### config.mk
export PLATFORM = sky130hd
export DESIGN_NAME = serial_compare_accumulator
export DESIGN_NICKNAME = d
export VERILOG_FILES = /design/src/rtl/cmp_pkg.sv /design/src/rtl/serial_compare_accumulator.sv
export SDC_FILE = /design/constraint.sdc
export NUM_CORES = 1
export LEC_CHECK = 0
export BUFFER_PORTS_ARGS = -buffer_cell sky130_fd_sc_hd__buf_2
export CELL_PAD_IN_SITES_DETAIL_PLACEMENT = 0
export CELL_PAD_IN_SITES_GLOBAL_PLACEMENT = 1
export CORE_MARGIN = 2
export CORE_UTILIZATION = 44
export CTS_CLUSTER_SIZE = 25
export DETAILED_ROUTE_END_ITERATION = 12
export HOLD_SLACK_MARGIN = 0.02
export PLACE_DENSITY_LB_ADDON = 0.25
export SYNTH_ARGS = -nofsm -noshare
export SYNTH_HDL_FRONTEND = slang
export SYNTH_SLANG_ARGS = --single-unit
### constraint.sdc
create_clock -name clk -period 3.5 [get_ports clk]
set_input_delay 1.05 -clock clk [delete_from_list [all_inputs] [get_ports clk]]
set_output_delay 1.05 -clock clk [all_outputs]
set_load 0.005 [all_outputs]
### src/rtl/cmp_pkg.sv
// Shared types and the bit-verdict merge used by the serial comparator
// accumulator. A future tree comparator can reuse next_verdict.
package cmp_pkg;

  typedef enum logic {
    ACCUM,
    HOLD
  } state_t;

  typedef enum logic [1:0] {
    V_EQ = 2'b00,
    V_GT = 2'b01,
    V_LT = 2'b10
  } verdict_t;

  // The first non-equal bit, MSB first, decides the word.
  // Illegal code gt=eq=1 counts as gt.
  function automatic verdict_t next_verdict(input logic     resolved,
                                            input verdict_t verdict,
                                            input logic     gt,
                                            input logic     eq);
    if (resolved) return verdict;
    if (gt)       return V_GT;
    if (eq)       return V_EQ;
    return V_LT;
  endfunction

endpackage

### src/rtl/serial_compare_accumulator.sv
// Folds an MSB-first stream of per-bit compare results into one word verdict
// (gt/eq/lt), with bit count, and hands it downstream over valid/ready.
module serial_compare_accumulator
  import cmp_pkg::*;
#(
  parameter int MAX_BITS = 32,
  parameter int CNT_W    = $clog2(MAX_BITS + 1)
) (
  input  logic             clk,
  input  logic             reset,
  input  logic             in_valid,
  output logic             in_ready,
  input  logic             in_gt,
  input  logic             in_eq,
  input  logic             in_last,
  output logic             out_valid,
  input  logic             out_ready,
  output logic             out_gt,
  output logic             out_eq,
  output logic             out_lt,
  output logic [CNT_W-1:0] out_len,
  output logic             out_err,
  output logic             out_ovf
);

  state_t           state;
  state_t           state_next;
  logic [CNT_W-1:0] cnt;
  logic [CNT_W-1:0] cnt_inc;
  verdict_t         verdict;
  verdict_t         verdict_new;
  logic             resolved;
  logic             err;
  logic             err_new;
  logic             accept;
  logic             hit_max;
  logic             frame_end;

  assign accept      = in_valid && in_ready;
  assign cnt_inc     = cnt + CNT_W'(1);
  assign hit_max     = (cnt_inc == CNT_W'(MAX_BITS));
  assign frame_end   = accept && (in_last || hit_max);
  assign verdict_new = next_verdict(resolved, verdict, in_gt, in_eq);
  assign err_new     = err | (in_gt & in_eq);

  always_ff @(posedge clk or posedge reset) begin
    if (reset) state <= ACCUM;
    else       state <= state_next;
  end

  always_comb begin
    state_next = state;
    case (state)
      ACCUM:   if (frame_end) state_next = HOLD;
      HOLD:    if (out_ready) state_next = ACCUM;
      default: state_next = ACCUM;
    endcase
  end

  // in_ready is a function of state and reset only, never of in_valid.
  always_comb begin
    in_ready  = 1'b0;
    out_valid = 1'b0;
    case (state)
      ACCUM:   in_ready  = !reset;
      HOLD:    out_valid = 1'b1;
      default: ;
    endcase
  end

  always_ff @(posedge clk or posedge reset) begin
    if (reset) begin
      cnt      <= '0;
      verdict  <= V_EQ;
      resolved <= 1'b0;
      err      <= 1'b0;
    end else if (state == HOLD && out_ready) begin
      cnt      <= '0;
      verdict  <= V_EQ;
      resolved <= 1'b0;
      err      <= 1'b0;
    end else if (accept) begin
      cnt      <= cnt_inc;
      verdict  <= verdict_new;
      resolved <= (verdict_new != V_EQ);
      err      <= err_new;
    end
  end

  // Result registers are written only at frame end and keep their value after handoff.
  always_ff @(posedge clk or posedge reset) begin
    if (reset) begin
      out_gt  <= 1'b0;
      out_eq  <= 1'b0;
      out_lt  <= 1'b0;
      out_len <= '0;
      out_err <= 1'b0;
      out_ovf <= 1'b0;
    end else if (frame_end) begin
      out_gt  <= (verdict_new == V_GT);
      out_eq  <= (verdict_new == V_EQ);
      out_lt  <= (verdict_new == V_LT);
      out_len <= cnt_inc;
      out_err <= err_new;
      out_ovf <= hit_max && !in_last;
    end
  end

endmodule

* Word-level counts from Yosys, hierarchy flattened
Index checks and enable logic that the tools add are counted.
** Operators by class
- Add/sub/neg operators :: 1
- Equal/unequal tests :: 3
- Multiplexer cells :: 25
- Bitwise gates (word level) :: 3
- Reduce and logical (&&, ||, !) cells :: 10
** Operators with widths (number)
- $mux 2 :: 8
- $mux 1 :: 14
- $mux 6 :: 2
- $add 6x1->6 const B :: 1
- $eq 6x6->1 const B :: 1
- $logic_and 1x1->1 :: 4
- $reduce_bool 2->1 :: 2
- $eq 2x1->1 const B :: 1
- $eq 2x2->1 const B :: 1
- $logic_not 1->1 :: 2
- $logic_not 2->1 :: 1
- $pmux 1 s2 :: 1
- $and 1x1->1 :: 1
- $logic_or 1x1->1 :: 1
- $not 1->1 :: 1
- $or 1x1->1 :: 1
** Storage, ports and cells
- Register bits :: 22
- Input port bits :: 7
- Output and inout bits :: 13
- Word-level logic and storage cells :: 53

* Logic depth before layout (Yosys ltp)
- Depth in word-level cells :: 10
- Gate-level depth with buffers :: 5
- Mapped depth without buffers :: 5

* Worst setup path before layout
OpenSTA, ideal clock, no wires.
- Path type :: input to register
- Start point :: input reset
- End point :: register out_eq
- Setup time :: 0.125 ns
- Arrival :: 2.338 ns
- Data required time :: 3.375 ns
- Slack :: 1.037 ns
- Stages on the path :: 3
- Buffers on the path :: 0
- Path through :: or3b_2 -> a221oi_4 -> mux2_2
** On the way
- Longest elaborated chain between the ends :: 4
** Ends and longest elaborated chain
- from (decl) :: RTL line serial_compare_accumulator.sv:10 : input logic reset,
- $logic_not 1->1 (no line)
- $mux 1 :: RTL line serial_compare_accumulator.sv:64 : case (state)
- $logic_and 1x1->1 :: RTL line serial_compare_accumulator.sv:39 : assign accept = in_valid && in_ready;
- $logic_and 1x1->1 :: RTL line serial_compare_accumulator.sv:42 : assign frame_end = accept && (in_last || hit_max);
- to (signal assigned) :: RTL line serial_compare_accumulator.sv:101 : out_eq <= (verdict_new == V_EQ);
- to (decl) :: RTL line serial_compare_accumulator.sv:19 : output logic out_eq,
No other way between the ends.
A chain may end at the register's enable or synchronous reset.

* Worst setup path after layout
- Start point :: input reset
- End point :: register out_gt
** On the way
- Longest elaborated chain between the ends :: 4
** Ends and longest elaborated chain
- $logic_not 1->1 (no line)
- $mux 1 :: RTL line serial_compare_accumulator.sv:64
- $logic_and 1x1->1 :: RTL line serial_compare_accumulator.sv:39
- $logic_and 1x1->1 :: RTL line serial_compare_accumulator.sv:42
- to (signal assigned) :: RTL line serial_compare_accumulator.sv:100 : out_gt <= (verdict_new == V_GT);
- to (decl) :: RTL line serial_compare_accumulator.sv:18 : output logic out_gt,
No other way between the ends.

==> results.md <==
* Global route total overflow at 0
* CTS hold repair buffers at 0
* Clock slew at reported path FFs at 120 ps
* Antenna violations before repair at 0
* Seq/Total Area, Yosys at 52.4%
* Largest net degree at the start of global routing at 23
* WL final at 2.07 mm
* Wire length per cell at 13.9 µm
* H-tree depth at 1
* Final Setup Violations at 0
* Vias in the first global route at 814
* Core Box Area at 2230 µm²
* Worst hold path startpoint: out_ovf
* Fin. Hold Viols at 0
* Post-route setup TNS at 0 ps
* Reg2reg path depth at 5
* Hold depth at 2
* RSZ-0062 raised after global routing: false
* Slew HR at 44.9%
* Critical path endpoint category: flip-flop
* Post-CTS setup buffer count at 0
* Cts bufs inserted at 3
* End of the worst register-to-register path: out_gt
* WHS Endpoint: out_ovf
* I/O pins at 20
* YS warnings at 0
* Die area at 2790 µm²
* Antenna Nets Post-Route at 0
* Fill count at 200
* R2R setup slack at 1180 ps
* Cell Pwr Density at 623 nW/µm²
* Tcrit/Tclk final at 71.8%
* Longest Clk Path Bufs at 2
* Share of cells above drive strength 1 at 28.9%
* Clock Skews at 1.37 ps
* CP Class: input pin to flip-flop
* Final design utilization at 54.5%
* Post-Syn Nets at 107
* Final Slew Violations at 0
* Dpl cells at 145
* DRC viols at 0
* Placement row count at 17
* HPWL after DPL at 1.53 mm
* Vias at 816
* Antenna cells at 0
* Static Leak at 0.572 nW
* Startpoint type of the worst setup path: input pin
* Mapped Area at 1050 µm²
* Post-Layout Cell Count at 149
* Drt initial violations at 15
* Gpl congestion at 0.762
* Average size of a mapped cell at 10.6 µm²
* Max-capacitance violation count at 0
* Overall Power at 758 µW
* Placed cell areas at 1180 µm²
* Net count, final at 130
* Top FF cell, synth: dfrtp_1
* PortBufs at 19
* Hold Slack at 495 ps
* WP data required at 3700 ps
* Status: finished clean
* First-pass DRT Iterations at 4
* Area delta synth->final at 15.9%
* Peak supply drop at 0.000350 V
* Clock latency on the worst-skew pair at 300 ps
* Reg-to-reg critical path startpoint: cnt[0]
* CTS tree: yes
* Fin area at 1220 µm²
* Worst Tran Pin Value at 826 ps
* CTS root buf: clkbuf_4
* Top achievable clock speed at 398 MHz
* Final worst slack at 988 ps
* Worst EP arrival at 2710 ps
* Post-Syn Instances at 99
* Netlist cell types at 29
* Async S/R FF share, synth at 100%
* Number of synthesized flops with an enable pin at 0
* Die Y at 52.8 µm
* Vias per inst at 5.48
* Initial core utilization at 47.0%
* All-layer global routing usage at 18.7%
* Clock sink count at 22
* Period minus WS final at 2510 ps
* Post-CTS Resized at 0
* Pre-CTS setup slack at 614 ps
* Synthesis-stage register bit count at 22
* Class of the tightest hold or removal check: flip-flop to flip-flop
* Max FO, Critical Path at 12
* Crit path from: reset
* First-pass GRT wire length at 3.71 mm
* Chip Width at 52.8 µm
[kinds of logic (layout without fill, tap and decap cells)]
logic type / after synthesis / count (layout) / share of synthesized area, %
adder cells (fa/ha/maj): 1 / 1 / 1.19
AO/OA/AOI/OAI: 27 / 27 / 19.3
XOR/XNOR: 4 / 4 / 3.34
flip-flops: 22 / 22 / 52.4
buffers and inverters: 11 / 33 / 3.93
multiplexers: 9 / 9 / 9.18
AND/OR/NAND/NOR: 25 / 25 / 10.6
[sequential cells by signal (all words and copies together) (netlist names)]
signal,cells
out_len,6
out_gt,1
state,1
out_lt,1
err,1
cnt,6
out_err,1
verdict,2
out_eq,1
resolved,1
out_ovf,1
[power breakdown]
group,switching (mW),internal (mW)
combinational,0.0993,0.114
sequential,0.0710,0.334
clock,0.0761,0.0635
total,0.246,0.511
[layer usage]
| layer | track usage [%] | share of wire, % |
|---|---|---|
| met1 | 25.9 | 47 |
| met5 | 0 | 0 |
| met4 | 7.69 | 1.3 |
| met3 | 3.71 | 3.9 |
| met2 | 28.5 | 48 |
[worst max path at each step]
stage,to,slack [ps]
after detailed placement,out_gt,610
after global routing,out_gt,900
after global placement,out_len[1],670
after floorplan,out_eq,1040
final,out_gt,990
after CTS,out_gt,950
[cells in the final DEF, fill, tap and decap left out]
cell type  synthesis  final
a21o_2             1      1
a21oi_1            4      4
a221oi_4           1      1
a22o_1             2      2
a2bb2oi_1          2      2
a311o_2            1      1
a31oi_1            1      1
buf_2              0     19
buf_4              0      1
clkbuf_4           0      3
clkbuf_8           0      1
dfrtp_1           22     22
ha_1               1      1
inv_1              9      9
mux2_2             5      5
mux2i_1            4      4
nand2_1           14     14
nand2_2            1      1
nand3_1            2      2
nand3b_1           1      1
nor2_1             5      5
nor3b_1            1      1
o21ai_0            9      9
o22ai_1            1      1
o31a_2             1      1
o31ai_1            1      1
o32ai_1            1      1
o41ai_1            2      2
or3b_2             1      1
xnor2_1            2      2
xor2_1             2      2
[worst max-delay path, cell delays in order]
cell and delay [ps]:
buf_2 110, or3b_2 590, a221oi_4 550, mux2_2 410
[synth_stat cells (2+ instances only)]
library cell,count,share of area (%)
a2bb2oi_1,2,1.7
xor2_1,2,1.7
a22o_1,2,1.7
nand2_1,14,5.0
nand3_1,2,0.95
inv_1,9,3.2
o21ai_0,9,4.3
nor2_1,5,1.8
dfrtp_1,22,52
xnor2_1,2,1.7
o41ai_1,2,1.7
mux2i_1,4,3.8
a21oi_1,4,1.9
mux2_2,5,5.4
[area by class of cell]
cell class | count | area (µm²) | share of cell area [%]
clock buffers | 4 | 36.3 | 2.98
flip-flops and latches | 22 | 551 | 45.3
multi-input cells | 66 | 458 | 37.7
inverters | 9 | 33.8 | 2.78
repair buffers | 20 | 103 | 8.44
well taps | 28 | 35.0 | 2.88
No activity file was read; power rests on OpenSTA's default activity.
